`src/rtl/fifo_wr_arbiter.sv`:
```
// fifo_wr_arbiter: round-robin arbiter sharing one FIFO write port among
// NUM_REQ producers. Each grant allows at most MAX_BURST words before the
// grant is re-arbitrated, so no producer can starve the others.
//
// Ports:
//   clk           system clock, rising edge
//   reset         synchronous, active-high reset
//   req_valid     per-producer word available
//   req_data      flattened producer words, producer i at [i*DATA_WIDTH +: DATA_WIDTH]
//   req_ready     per-producer word accepted this cycle (one-hot or zero)
//   fifo_full     FIFO full flag
//   fifo_wr       FIFO write enable
//   fifo_data_in  FIFO write data
//   grant_id      current grant holder (valid while busy)
//   busy          high while a grant is held (BURST state)
module fifo_wr_arbiter #(
    parameter int unsigned DATA_WIDTH = 8,
    parameter int unsigned NUM_REQ    = 4,
    parameter int unsigned MAX_BURST  = 4
) (
    input  logic                          clk,
    input  logic                          reset,
    input  logic [NUM_REQ-1:0]            req_valid,
    input  logic [NUM_REQ*DATA_WIDTH-1:0] req_data,
    output logic [NUM_REQ-1:0]            req_ready,
    input  logic                          fifo_full,
    output logic                          fifo_wr,
    output logic [DATA_WIDTH-1:0]         fifo_data_in,
    output logic [$clog2(NUM_REQ)-1:0]    grant_id,
    output logic                          busy
);

    localparam int unsigned ID_W  = $clog2(NUM_REQ);
    localparam int unsigned CNT_W = $clog2(MAX_BURST + 1);

    typedef enum logic {
        IDLE  = 1'b0,
        BURST = 1'b1
    } state_t;

    state_t                 state;
    logic [ID_W-1:0]        last_grant;
    logic [CNT_W-1:0]       burst_cnt;

    logic [ID_W-1:0]        sel;
    logic                   found;
    logic [DATA_WIDTH-1:0]  words [NUM_REQ];
    logic                   cur_valid;
    logic                   xfer;

    // Rotating-priority search starting just after the last grant holder.
    always_comb begin
        int unsigned idx;
        logic [ID_W-1:0] cand;
        sel   = '0;
        found = 1'b0;
        idx   = 0;
        cand  = '0;
        for (int unsigned k = 1; k <= NUM_REQ; k++) begin
            idx  = (32'(last_grant) + k) % NUM_REQ;
            cand = ID_W'(idx);
            if (!found && req_valid[cand]) begin
                found = 1'b1;
                sel   = cand;
            end
        end
    end

    // Unpack the flattened producer words.
    always_comb begin
        for (int unsigned i = 0; i < NUM_REQ; i++) begin
            words[i] = req_data[i*DATA_WIDTH +: DATA_WIDTH];
        end
    end

    assign busy      = (state == BURST);
    assign cur_valid = req_valid[grant_id];
    assign xfer      = busy & cur_valid & ~fifo_full;

    // Write path is combinational from the grant; reset forces it quiet.
    assign fifo_wr      = xfer & ~reset;
    assign fifo_data_in = (busy && !reset) ? words[grant_id] : '0;

    always_comb begin
        req_ready = '0;
        if (fifo_wr) begin
            req_ready[grant_id] = 1'b1;
        end
    end

    // Arbitration FSM: one idle cycle per grant, bursts bounded by MAX_BURST.
    always_ff @(posedge clk) begin
        if (reset) begin
            state      <= IDLE;
            grant_id   <= '0;
            burst_cnt  <= '0;
            last_grant <= ID_W'(NUM_REQ - 1);
        end else begin
            case (state)
                IDLE: begin
                    if (found) begin
                        grant_id   <= sel;
                        last_grant <= sel;
                        burst_cnt  <= '0;
                        state      <= BURST;
                    end
                end
                BURST: begin
                    if (!cur_valid) begin
                        state <= IDLE;
                    end else if (xfer) begin
                        if (burst_cnt == CNT_W'(MAX_BURST - 1)) begin
                            state <= IDLE;
                        end else begin
                            burst_cnt <= burst_cnt + CNT_W'(1);
                        end
                    end
                    // fifo_full with a valid holder: stall, everything held
                end
                default: state <= IDLE;
            endcase
        end
    end

endmodule

```
`config.mk`:
```
export PLATFORM = sky130hd
export DESIGN_NAME = fifo_wr_arbiter
export DESIGN_NICKNAME = d
export VERILOG_FILES = /design/src/rtl/fifo_wr_arbiter.sv
export SDC_FILE = /design/constraint.sdc
export NUM_CORES = 1
export LEC_CHECK = 0
export BUFFER_PORTS_ARGS = -buffer_cell sky130_fd_sc_hd__buf_2
export CELL_PAD_IN_SITES_DETAIL_PLACEMENT = 0
export CELL_PAD_IN_SITES_GLOBAL_PLACEMENT = 2
export CORE_UTILIZATION = 23
export DETAILED_ROUTE_END_ITERATION = 6
export HOLD_SLACK_MARGIN = 0.1
export PLACE_DENSITY = 0.79
export SYNTH_ARGS = -nofsm -noshare
export SYNTH_HDL_FRONTEND = slang
export SYNTH_SLANG_ARGS = --single-unit
```
`constraint.sdc`:
```
create_clock -name clk -period 3.2 [get_ports clk]
set_clock_uncertainty 0.15 [all_clocks]
set_input_delay 0.32 -clock clk [delete_from_list [all_inputs] [get_ports clk]]
set_output_delay 0.32 -clock clk [all_outputs]
set_load 0.01 [all_outputs]
```
==> results.md <==
- Outcome: finished clean
- Post-Synth XOR/XNOR Area: 0
- CTS tree: done
- Worst vdd ir: 0.1220 mV
- Mux cell area share after synthesis: 0.2664
- Final setup fails: 0
- Port Buffers: 54
- #FFs+latches synth: 8
- Ratio of cells with drive above 1 in the final layout: 0.5255
- Hold Crit Class: input port to flop
- Synth top cells by count: mux4_2 (9), dfxtp_1 (8), nor2b_1 (8)
- Crit path launch type: flop
- RSZ-0062 raised after global routing: false
- CTS H-tree depth: 1
- Grt total ovfl: 0
- Largest net degree at the start of global routing: 16
- Synth Instances: 85
- Vias per inst: 5.022
- Pleak: 0.5110 nW
- Tcrit/Tclk final: 0.7536
- Fin. Hold Viols: 0
- 1st-pass router iterations: 4
- DRC: 0
- Synthesized area per cell: 9.450 sq um
- Core Util, Final: 0.3390
- Resize count post-CTS: 0
- Post-synthesis sequential area ratio: 0.1994
- Ys Warns: 0
- DP Wirelength: 2056 microns
- ANT nets after route: 0
- Nets@finish: 180
- Routed WL: 2535 microns
- First-pass GRT wire length: 4002 microns
- Num rows: 21
- Synth top area share: 0.2523
- Critical Path Fanout Max: 15
- Iter 0 DRT Violations: 41
- Clock Latency Late Sink: 0.26 ns
- Gpl congestion: 0.8159
- CTS Root Cell: clkbuf_4
- Total CTS buffers: 3
- Clock sink total: 8
- Initial antenna violation count: 0
- # Max-Cap Violations: 0
- Hold_buf cts: 0
- Pwr Density: 339.9 mW/mm^2
- Metal-1 WL: 1069 microns
- Vias: 919
- Initial core utilization: 0.2407
- CTS Buffer Depth: 2
- Met3 WL: 170 microns
- Die ar.: 0.003733 sq mm
- Clock transition at path regs: 0.05 ns
- Worst slew margin relative to its limit: 0.5003
- CP Class: flop to output pin
- Most numerous cell in the Yosys netlist: mux4_2
- Post-synth EDFFs: 0
- Slew @ Worst Pin: 0.7486 ns
- Fmax: 0.4147 GHz
- Synth Area in Compound Gates: 0.2009
- Worst endpoint data arrival time: 1.94 ns
- Final instance area: 0.001131 sq mm
- Final Max Tran Viols: 0
- WL per Instance: 13.85 microns
- Die Y: 61.10 microns
- Synth area leader: mux4_2
- Worst Setup End Kind: output pin
- Post-synth ARST share: 0
- Cell Area, Synth: 803.3 sq um
- Antenna Cells: 0
- Post-Synth Simple-Gate Area: 0.2414
- I/O pin total: 55
- Main synth FF type: dfxtp_1
- Top sig layer: met4
- # Post-CTS Setup Buffers: 0
- WL met2: 1262 microns
- Main combinational cell family by area after synthesis: multiplexers
- Area grow syn2layout: 40.81%
- Die W: 61.10 microns
- Final Critical Period: 2.412 ns
- Setup WS pre-CTS: 1.051 ns
- Core Region: 0.003337 sq mm
- Synth area leaders: mux4_2 (25%), dfxtp_1 (20%), nor2b_1 (6.2%), o41ai_2 (4.0%), nor4_1 (3.9%)
- Worst path required time: 2.73 ns
- Synth unique cells: 32
- Post-Synth Adder-Cell Area: 0.03115
- Vias in the first global route: 837
- Mapped Nets: 126
- Worst hold slack: 0.2432 ns
- PnR worst setup slack: 0.7884 ns
- Setup TNS: 0 ns
- Gr usage total: 0.1419
- Post-DP Area: 0.001109 sq mm
-- metrics by stage --
step / total power, mW / cells
2_1_floorplan: 0.2488 / 85
3_3_place_gp: 0.3057 / 180
5_1_grt: 0.4149 / 183
6_report: 0.3845 / 183
4_1_cts: 0.3903 / 183
3_5_place_dp: 0.3089 / 180
-- cell usage in the layout, fill, tap and decap left out, types with 2 or more instances in the layout --
cell / Yosys / routed
a211oi_1: 2 / 2
a21boi_0: 2 / 2
a21oi_1: 3 / 3
buf_2: 3 / 54
clkbuf_4: 0 / 3
dfxtp_1: 8 / 8
ha_1: 2 / 2
inv_1: 7 / 7
mux4_2: 9 / 9
nand2_1: 6 / 6
nand2b_1: 3 / 3
nand3_1: 2 / 2
nor2_1: 3 / 3
nor2b_1: 8 / 8
nor3b_1: 2 / 2
nor4_1: 5 / 5
o211ai_1: 2 / 2
o21ai_0: 2 / 2
o41ai_2: 2 / 2
-- per-layer routing --
| metal | global-route usage | up-vias |
|---|---|---|
| met1 | 0.1816 | 449 |
| met3 | 0.03151 | 6 |
| met2 | 0.2469 | 31 |
| met5 | 0 | - |
| li1 | - | 433 |
| met4 | 0.02597 | 0 |
-- state kept, by name (all words and copies together), names as in the netlist --
name	flops
grant_id	2
burst_cnt	3
last_grant	2
busy	1
-- cell type report --
cell class	instances	area (sq um)
inverters	7	26.28
well taps	46	57.56
clock buffers	3	22.52
fillers	375	2206
multi-input cells	65	594.3
repair buffers	54	270.3
flip-flops and latches	8	160.2
-- kinds of logic (layout without fill, tap and decap cells) --
logic type      count (synthesis)  in the layout
buf+inv                        12             64
flops                           8              8
fa+ha+maj                       2              2
simple gates                   33             33
compound gates                 20             20
mux                            10             10
-- power breakdown --
| group | total, mW | internal [mW] | switching, mW |
|---|---|---|---|
| Sequential | 0.141 | 0.111 | 0.0304 |
| Combinational | 0.164 | 0.0938 | 0.0706 |
| Clock | 0.0786 | 0.0430 | 0.0356 |
| Total | 0.384 | 0.248 | 0.137 |
-- final timing paths --
check	to	cells after the start	slack (ns)	from
max	fifo_data_in[1]	3	0.79	grant_id[0]
min	grant_id[0]	2	0.24	reset
max reg2reg	burst_cnt[1]	3	1.19	grant_id[1]
min reg2reg	burst_cnt[0]	2	0.33	burst_cnt[0]
-- worst max-delay path, stage by stage, from the launching register on --
cell and delay, ns:
dfxtp_1 0.80, mux4_2 0.59, nor2b_1 0.14, buf_2 0.16
No activity file was read; power rests on OpenSTA's default activity.
